**src/rtl/call_stack.sv**
```systemverilog
// Hardware return-address stack: DEPTH x WIDTH registers addressed by count,
// with a combinational top-of-stack read and sticky overflow/underflow flags.
module call_stack #(
   parameter int WIDTH = 12,
   parameter int DEPTH = 8
) (
   input  logic                       clk,
   input  logic                       rst,
   input  logic                       stack_push,
   input  logic                       stack_pop,
   input  logic [WIDTH-1:0]           data_in,
   output logic [WIDTH-1:0]           data_out,
   output logic [$clog2(DEPTH):0]     count,
   output logic                       empty,
   output logic                       full,
   output logic                       stack_overflow,
   output logic                       stack_underflow
);

   localparam int PW = $clog2(DEPTH);
   localparam logic [PW:0] DEPTH_C = (PW+1)'(DEPTH);

   logic [WIDTH-1:0] entry [DEPTH];
   logic [PW:0]      count_q;
   logic [PW:0]      count_d;
   logic [PW-1:0]    top_idx;
   logic [PW-1:0]    wr_idx;
   logic             we;
   logic             ov_set;
   logic             un_set;
   logic             ov_q;
   logic             un_q;

   assign empty    = (count_q == '0);
   assign full     = (count_q == DEPTH_C);
   assign count    = count_q;
   // When full the low bits wrap to 0, so subtracting one still lands on DEPTH-1.
   assign top_idx  = count_q[PW-1:0] - PW'(1);
   assign data_out = empty ? '0 : entry[top_idx];
   assign stack_overflow  = ov_q;
   assign stack_underflow = un_q;

   always_comb begin
      count_d = count_q;
      wr_idx  = count_q[PW-1:0];
      we      = 1'b0;
      ov_set  = 1'b0;
      un_set  = 1'b0;
      case ({stack_push, stack_pop})
         2'b10: begin
            if (full) begin
               ov_set = 1'b1;
            end else begin
               we      = 1'b1;
               count_d = count_q + (PW+1)'(1);
            end
         end
         2'b01: begin
            if (empty) begin
               un_set = 1'b1;
            end else begin
               count_d = count_q - (PW+1)'(1);
            end
         end
         2'b11: begin
            // Push+pop on an empty stack degenerates to a plain push.
            we = 1'b1;
            if (empty) begin
               count_d = (PW+1)'(1);
            end else begin
               wr_idx = top_idx;
            end
         end
         default: begin
            count_d = count_q;
         end
      endcase
   end

   always_ff @(posedge clk) begin
      if (rst) begin
         count_q <= '0;
         ov_q    <= 1'b0;
         un_q    <= 1'b0;
      end else begin
         count_q <= count_d;
         ov_q    <= ov_q | ov_set;
         un_q    <= un_q | un_set;
      end
   end

   // Entries are deliberately not reset; they are hidden while the stack is empty.
   always_ff @(posedge clk) begin
      if (!rst && we) begin
         entry[wr_idx] <= data_in;
      end
   end

endmodule

```
**config.mk**
```make
export PLATFORM = sky130hd
export DESIGN_NAME = call_stack
export DESIGN_NICKNAME = d
export VERILOG_FILES = /design/src/rtl/call_stack.sv
export SDC_FILE = /design/constraint.sdc
export NUM_CORES = 1
export LEC_CHECK = 0
export BUFFER_PORTS_ARGS = -buffer_cell sky130_fd_sc_hd__buf_2
export CORE_MARGIN = 10
export CORE_UTILIZATION = 45
export CTS_CLUSTER_DIAMETER = 80
export DETAILED_ROUTE_END_ITERATION = 7
export HOLD_SLACK_MARGIN = 0.06
export PLACE_DENSITY = 0.77
export SYNTH_ARGS = -nofsm -noshare
export SYNTH_HDL_FRONTEND = slang
export SYNTH_SLANG_ARGS = --single-unit
```
**constraint.sdc**
```tcl
create_clock -name clk -period 2.8 [get_ports clk]
set_input_delay 0.28 -clock clk [delete_from_list [all_inputs] [get_ports clk]]
set_output_delay 0.28 -clock clk [all_outputs]
set_load 0.05 [all_outputs]
```
==> qor.txt <==
H-Tree Depth: 3
Hold/Removal Path Class: in -> reg
post-detailed-route DRC marker count: 0
initial antenna violation count: 0
Final min period: 2.60 ns
Final Cycle Share: 92.7%
HPWL after DPL: 5.39 mm
layout cells sized above 1: 39.6%
status: completed
Syn Inst Count: 242
CP Capture Type: output pin
Max-Cap Viols: 0
Core Area: 0.00915 mm^2
Seq/Total Area, Yosys: 71.7%
startpoint types: flop
IO Count: 36
number of global-route vias before repair: 2338
post-CTS sizing: 0
GRT Total Usage: 12.7%
Yosys reg bits: 102
hold slack: 0.180 ns
clock sinks: 102
Ys Warns: 0
Diodes inserted: 0
Least-Margin Pin Slew: 0.784 ns
flip-flop and latch area: 0.00300 mm^2
count of cell types in the netlist: 38
Die Wd: 116 um
via count: 2260
power per cell area: 733 mW/mm^2
Leakage Power: 0.00161 uW
top-count cell post-synth: edfxtp_1
Post-DP Area: 0.00470 mm^2
Final Hold Vio Count: 0
initial core utilization: 45.8%
port bufs: 35
clock root buffer: clkbuf_8
Rel. slew slack: 47.7%
Critical Path Fanout Max: 12
largest net degree at the start of global routing: 34
DRT iter0 DRCs: 108
Slew Limit Fails: 0
total grt overflow: 0
total placed cells including tap cells: 388
EDFF count, synth: 96
Fillers: 715
Vias/cell: 5.59
CTS tree: built
final wirelength: 8.03 mm
pre-CTS setup slack: 0.211 ns
synthesized area per cell: 17.3 um^2
worst-path cell chain: inv_1 > ha_1 > buf_4 > mux4_2 > nand2_1 > a21oi_4 > buf_2
Worst Path Arrival: 2.32 ns
first-pass GRT wire length: 12.8 mm
Post-synth top flop: edfxtp_1
Mapped Area: 0.00419 mm^2
setup violators final: 0
clk slew on worst S/H paths: 0.10 ns
Synth Net Count: 260
Area growth syn-to-layout: 17.1%
CTS Buf Count: 9
Worst path max stage delay: 0.47 ns
post-CTS setup buffer count: 0
routed len/inst: 19.9 um
area of the multi-input gates: 0.00128 mm^2
clock latency on the worst-skew pair: 0.36 ns
fmax: 385 MHz
post-synthesis async set-or-reset flop share: 0%
worst endpoint required time: 2.52 ns
setup ws final: 0.205 ns
fin util: 53.6%
hold_buf cts: 0
CP max-delay cell: dfxtp_1
Antenna Violating Nets Remaining: 0
die area: 0.0136 mm^2
unrepaired setup endpoints after global routing: true
fin cells: 404
# rows: 35
DIE HEIGHT: 116 um
post-synth top area cell: edfxtp_1
Yosys top cell area share: 68.8%
worst vdd ir: 0.000309 V
Post-synth top cells: 96 x edfxtp_1, 30 x nand2_1, 24 x mux4_2
Crit Path Class: reg -> out
deepest clock path buffer count: 2
drt pass-1 iters: 5
Nets: 306
Worst Clk Skew: 0.0105 ns
top cells by area, synth: edfxtp_1 69%, mux4_2 13%, dfxtp_1 2.9%, nand2_1 2.7%, a21oi_1 2.1%
fin area: 0.00491 mm^2
routability cong.: 0.768
-- state kept, by name, summed over array words and instances (netlist names) --
register,cells
stack_underflow,1
stack_overflow,1
count,4
entry,96
-- logic make-up (layout without fill, tap and decap cells) --
| kind of cell | Yosys count | count (layout) | synth area share (%) |
|---|---|---|---|
| adder cells (fa/ha/maj) | 2 | 2 | 0.597 |
| XOR/XNOR | 3 | 3 | 0.627 |
| AO/OA/AOI/OAI | 35 | 35 | 5.40 |
| multiplexers | 24 | 24 | 12.9 |
| buffers and inverters | 15 | 66 | 1.70 |
| flip-flops | 102 | 102 | 71.7 |
| AND/OR/NAND/NOR | 61 | 61 | 7.11 |
-- worst max-delay path: cells and delay by family, from the launching register on --
kind / cells / cell delay [ns]
AO/OA/AOI/OAI: 1 / 0.06
buffers and inverters: 3 / 0.59
flip-flops: 1 / 0.47
multiplexers: 1 / 0.33
AND/OR/NAND/NOR: 1 / 0.14
adder cells (fa/ha/maj): 1 / 0.36
-- metal layers --
metal  up-vias  GRT usage (%)  share of wire [%]
met5         -              0                  0
met4         0           7.59                1.8
met3        11           1.95                3.9
met2        48           21.2                 53
met1      1154           15.2                 42
li1       1047              -                  -
-- layout by cell type, fill, tap and decap left out, types with 2 or more instances in the layout --
cell type  count
a21oi_1        6
a21oi_4       12
a31oi_1        4
and2_1         3
buf_2         35
buf_4         13
clkbuf_8       9
clkinv_8       2
dfxtp_1        5
edfxtp_1      96
ha_1           2
inv_6          2
inv_8          2
mux4_2        24
nand2_1       30
nor2_1         5
nor2_2         8
nor2b_1        3
nor4_1         2
nor4b_1        2
o21ai_0        3
xnor2_1        2
-- layout make-up --
class	count	area share, %
Clock buffer	9	2.52
Clock inverter	7	1.66
Inverter	2	0.153
Multi-Input combinational cell	125	26.0
Sequential cell	102	61.2
Tap cell	111	2.83
Timing Repair Buffer	48	5.56
-- power by group --
part           switching (uW)  internal, uW
Combinational             644           325
Clock                     539           358
Sequential               18.3          1710
Total                    1200          2390
-- final timing paths --
| kind | start | endpoint | slack, ns | depth (start not counted) |
|---|---|---|---|---|
| hold / removal | rst | count[0] | 0.18 | 2 |
| hold reg to reg | stack_overflow | stack_overflow | 0.47 | 2 |
| setup / recovery | count[1] | data_out[4] | 0.20 | 7 |
| setup reg to reg | count[1] | entry[6][10] | 0.23 | 5 |
-- per-stage QoR --
step	total power (uW)	setup TNS [ns]
2_1_floorplan	2510	0
5_1_grt	3760	-0.00406
4_1_cts	3640	0
3_5_place_dp	2740	0
6_report	3590	0
3_3_place_gp	2730	0
(Power assumes the default switching activity.)
